File: src/rtl/skid_buf_n.sv
// skid_buf_n: two-entry skid buffer between a valid/ready producer and consumer.
// The main register always drives m_data; the skid register catches the one
// word that can arrive on the cycle the downstream stalls. Every output is a
// flop, so there is no combinational path from s_valid, s_data or m_ready to
// any output and the buffer breaks timing in both directions.
module skid_buf_n #(
  parameter int N = 8
) (
  input  logic         clock,
  input  logic         reset,
  input  logic         s_valid,
  input  logic [N-1:0] s_data,
  output logic         s_ready,
  output logic         m_valid,
  output logic [N-1:0] m_data,
  input  logic         m_ready,
  output logic [1:0]   level
);

  typedef enum logic [1:0] {
    EMPTY = 2'd0,
    BUSY  = 2'd1,
    FULL  = 2'd2
  } state_t;

  state_t         r_state;
  logic [N-1:0]   r_main;
  logic [N-1:0]   r_skid;
  logic           r_s_ready;
  logic           r_m_valid;
  logic [1:0]     r_level;

  logic           w_in_xfer;
  logic           w_out_xfer;

  // Transfers are qualified by the registered handshake outputs, so they
  // agree exactly with what the neighbours see on the ports.
  assign w_in_xfer  = s_valid & r_s_ready;
  assign w_out_xfer = m_valid & m_ready;

  assign s_ready = r_s_ready;
  assign m_valid = r_m_valid;
  assign m_data  = r_main;
  assign level   = r_level;

  // Occupancy FSM with registered outputs; each branch loads the handshake
  // flags and level for the state it moves to, and the unused encoding
  // falls back to EMPTY on the next edge.
  always_ff @(posedge clock or negedge reset) begin
    if (!reset) begin
      r_state   <= EMPTY;
      r_main    <= '0;
      r_skid    <= '0;
      r_s_ready <= 1'b1;
      r_m_valid <= 1'b0;
      r_level   <= 2'd0;
    end else begin
      case (r_state)
        EMPTY: begin
          if (w_in_xfer) begin
            r_main    <= s_data;
            r_state   <= BUSY;
            r_s_ready <= 1'b1;
            r_m_valid <= 1'b1;
            r_level   <= 2'd1;
          end
        end
        BUSY: begin
          if (w_in_xfer && w_out_xfer) begin
            // Consumed word is replaced by the arriving one; occupancy unchanged.
            r_main <= s_data;
          end else if (w_in_xfer) begin
            // Downstream stalled: park the new word behind the head.
            r_skid    <= s_data;
            r_state   <= FULL;
            r_s_ready <= 1'b0;
            r_m_valid <= 1'b1;
            r_level   <= 2'd2;
          end else if (w_out_xfer) begin
            r_state   <= EMPTY;
            r_s_ready <= 1'b1;
            r_m_valid <= 1'b0;
            r_level   <= 2'd0;
          end
        end
        FULL: begin
          if (w_out_xfer) begin
            // Head leaves; the parked word moves up. s_ready was 0, so no input.
            r_main    <= r_skid;
            r_state   <= BUSY;
            r_s_ready <= 1'b1;
            r_m_valid <= 1'b1;
            r_level   <= 2'd1;
          end
        end
        default: begin
          r_state   <= EMPTY;
          r_s_ready <= 1'b1;
          r_m_valid <= 1'b0;
          r_level   <= 2'd0;
        end
      endcase
    end
  end

endmodule

File: config.mk
export PLATFORM = sky130hd
export DESIGN_NAME = skid_buf_n
export DESIGN_NICKNAME = d
export VERILOG_FILES = /design/src/rtl/skid_buf_n.sv
export SDC_FILE = /design/constraint.sdc
export NUM_CORES = 1
export LEC_CHECK = 0
export CAP_MARGIN = 20
export CORE_ASPECT_RATIO = 0.9
export CORE_UTILIZATION = 44
export DETAILED_ROUTE_END_ITERATION = 8
export PLACE_DENSITY = 0.74
export RECOVER_POWER = 50
export REMOVE_ABC_BUFFERS = 1
export SYNTH_ARGS = -nofsm -noshare
export SYNTH_HDL_FRONTEND = slang
export SYNTH_SLANG_ARGS = --single-unit
File: constraint.sdc
create_clock -name clock -period 1.72 [get_ports clock]
set_input_delay 0.344 -clock clock [delete_from_list [all_inputs] [get_ports clock]]
set_output_delay 0.344 -clock clock [all_outputs]
set_load 0.02 [all_outputs]
==> flow_summary.yaml <==
outcome:
  status: "finished, final reports clean"
placement:
  placedCellCount: 146
  place_hpwl_um: 1540
  gp_congestion: 0.792
  dp_slack_ns: -0.115
  io_buffers: 23
  placedInstanceArea_mm2: 0.00141
global_routing:
  grt_pass1_wl_um: 3330
  grt_pass1_vias: 799
  grt_max_degree: 21
  antenna_found_initial: 0
  grt.total_usage_pct: 18.1
  grt_overflow: 0
cts:
  path_clk_slew_ns: 0.11
  clk_latency_ns: 0.31
  clock_path_buffers: 2
  cts_tree: "built"
  cts_buffers: 3
  clock_sinks: 20
  cts_root_buffer: "clkbuf_4"
  cts-htree-levels: 1
route:
  vias_per_cell: 5.22
  drt_first_pass_iters: 4
  wl_um: 2000
  drt_iter0_markers: 9
  ant_nets: 0
  wl_per_cell_um: 13.1
  drt_drc_violations_left: 0
  vias: 794
final_layout:
  regArea_um2: 502
  fin_nets: 143
  design_area_mm2: 0.00146
  n_fill_cell: 184
  drive_above_1_share_pct: 33.6
  fin_cells: 152
  synthToLayoutAreaGrowth_pct: 37.7
  diodes: 0
  multi_input_area_um2: 527
power_and_ir_drop:
  combPwrFrac_pct: 55.3
  vdd_drop_max_mv: 1.33
  p_switching_mw: 1.08
  p_per_area_mw_per_mm2: 1940
  swShare_pct: 38.3
  p_leak_nw: 0.619
  clkPwrFrac_pct: 13.8
  p_int_mw: 1.74
  p_seq_share_pct: 30.9
synthesis:
  synth_top_family_by_area: "compound AO/OA/AOI/OAI gates"
  synthCells: 86
  yosysTopAreaCell: "dfrtp_1"
  synth_xor_area_share_pct: 0
  yosys.area_share.adder_pct: 5.91
  synth_area_leaders: "dfrtp_1 (45%), mux2_2 (8.5%), mux2i_1 (7.6%)"
  synthMuxAreaShare_pct: 18.9
  synth_edf_count: 0
  synthSimpleGateAreaFrac_pct: 6.62
  ys_ff_latch: 20
  ys_warn_count: 0
  yosys-top-cells-count: "dfrtp_1 (19), a21oi_1 (12), a21oi_2 (9), mux2_2 (8), mux2i_1 (8)"
  async_reset_ff_share_pct: 100
  ys_types: 22
  synth_flop_cell: "dfrtp_1"
  ys_seq_area_share_pct: 47.4
  yosysTopAreaCellShare_pct: 44.9
  synth-compound-area-share_pct: 18.9
  yosysMostFrequentCell: "dfrtp_1"
  synth_area_mm2: 0.00106
  avgSynthCellArea_um2: 12.3
sta:
  timing.final.crit_share_pct: 95.2
  finalHoldViolations: 0
  tns_ns: 0
  worstMarginPinSlew_ns: 1.10
  relSlewSlack_pct: 26.4
  clock_skew_ns: 0.00333
  setup_violations: 0
  max_freq_mhz: 611
  setup_slack_ns: 0.0820
  final.min_clock_period_ns: 1.64
  slew_violations: 0
die:
  fp-row-count: 16
  core_mm2: 0.00222
  dieArea_mm2: 0.00261
  die_w_um: 53.7
  ios: 24
  die_h_um: 48.5
  start_util_pct: 47.6
critical_path:
  path_class: "reg2out"
  startpoint_type: "flip-flop"
  critical_path.cell_chain: "clkdlybuf4s50_1"
  path_max_fanout: 2
  cp-end-kind: "output pin"
  reg2reg_depth: 6
  path_buf_inv: 1
  path_delay_family: "buffers and inverters"
  cp_data_required_time_ns: 1.38
  cp_slowest_cell: "clkdlybuf4s50_1"
  critical_path_arrival_ns: 1.29
  r2r-start: "level[1]$_DFFE_PN0P_"
  r2r-end: "r_skid[4]$_DFFE_PN0P_"
  reg2reg_slack_ns: 0.10
  max_stage_delay_ns: 0.61
job:
  cap_violations: 0
worst_hold_path:
  hp-start: "r_skid[2]$_DFFE_PN0P_"
  hold-path-endpoint: "r_skid[2]$_DFFE_PN0P_"
  worstHoldPathCells: 1
  hp-class: "reg2reg"
## final cells by class
cell class / count / share of cell area, %
Clock buffer: 3 / 1.55
Clock inverter: 1 / 2.06
Inverter: 2 / 0.515
Multi-Input combinational cell: 62 / 36.1
Sequential cell: 20 / 34.4
Tap cell: 27 / 2.32
Timing Repair Buffer: 37 / 23.0
## cells in the final DEF, fill, tap and decap left out
cell type and instances:
a21oi_1 12, a21oi_2 9, a22oi_1 3, a22oi_4 1, and2_1 1, and4_1 1
buf_12 1, buf_4 11, bufinv_16 1, clkbuf_1 2, clkbuf_4 3, clkdlybuf4s50_1 18
dfrtp_1 19, dfstp_2 1, dlygate4sd2_1 4, dlygate4sd3_1 1, ha_1 4, ha_2 1
inv_1 1, inv_2 1, mux2_1 1, mux2_2 8, mux2_4 1, mux2i_1 8
nand2_1 1, nand2_2 2, nand2b_1 1, nand3_1 2, nor2_1 3, nor2_2 1
o21ai_1 1, o22ai_2 1
## stage by stage
| stage | util [%] | hold WS (ns) | total power, mW |
|---|---|---|---|
| floorplan | - | 0.0484 | 1.85 |
| finish | 65.6 | 0.518 | 2.83 |
| global route | 65.6 | 0.539 | 3.03 |
| detailed placement | 63.4 | 0.497 | 2.50 |
| global placement | 63.4 | 0.489 | 2.44 |
| CTS | 65.5 | 0.354 | 2.86 |
## power by group through the flow
stage | Sequential (mW) | Combinational [mW] | Clock [mW]
final | 0.874 | 1.56 | 0.390
after global routing | 0.916 | 1.69 | 0.428
after CTS | 0.882 | 1.58 | 0.397
after detailed placement | 0.896 | 1.60 | 0
after global placement | 0.880 | 1.56 | 0
after floorplan | 1.03 | 0.822 | 0
## registers in the layout, summed over array words and instances (netlist names)
signal	flops
m_data	8
level	2
s_ready	1
r_skid	8
m_valid	1
## timing repair
item / in CTS / in global routing
buffers inserted: 0 / 2
hold buffers: 0 / 0
resized for setup: 4 / 3
setup endpoints to repair: 4 / 16
## worst reg2reg max path, delay by kind of cell (launching register included)
kind | cells | cell delay (ns)
and+or+nand+nor | 1 | 0.13
AOI/OAI and AO/OA | 1 | 0.18
DFF | 1 | 0.45
adders and majority gates | 1 | 0.20
muxes | 1 | 0.33
buffers and inverters | 2 | 0.23
## layer usage
metal	track usage [%]	up-vias	routed length (µm)
met5	0	-	0
met4	9.65	0	36
met3	6.60	5	95
met2	27.2	19	979
met1	22.1	378	884
li1	-	392	-
## cell families after synthesis
group           count (synthesis)
buf+inv                         4
simple gates                   12
mux                            18
flops                          20
compound gates                 27
fa+ha+maj                       5
## worst max-delay path by stage
stage | from | endpoint | slack [ns] | depth (start not counted)
2_1_floorplan | level[0]$_DFFE_PN0P_ | m_data[0]$_DFFE_PN0P_ | -0.39 | 6
3_3_place_gp | s_valid | level[1]$_DFFE_PN0P_ | -0.06 | 5
3_5_place_dp | s_valid | r_skid[4]$_DFFE_PN0P_ | -0.11 | 5
4_1_cts | level[1]$_DFFE_PN0P_ | r_skid[6]$_DFFE_PN0P_ | 0.02 | 6
5_1_grt | level[0]$_DFFE_PN0P_ | m_data[4]$_DFFE_PN0P_ | -0.006 | 7
6_report | m_data[5]$_DFFE_PN0P_ | m_data[5] | 0.08 | 1
No activity file was read; power rests on OpenSTA's default activity.
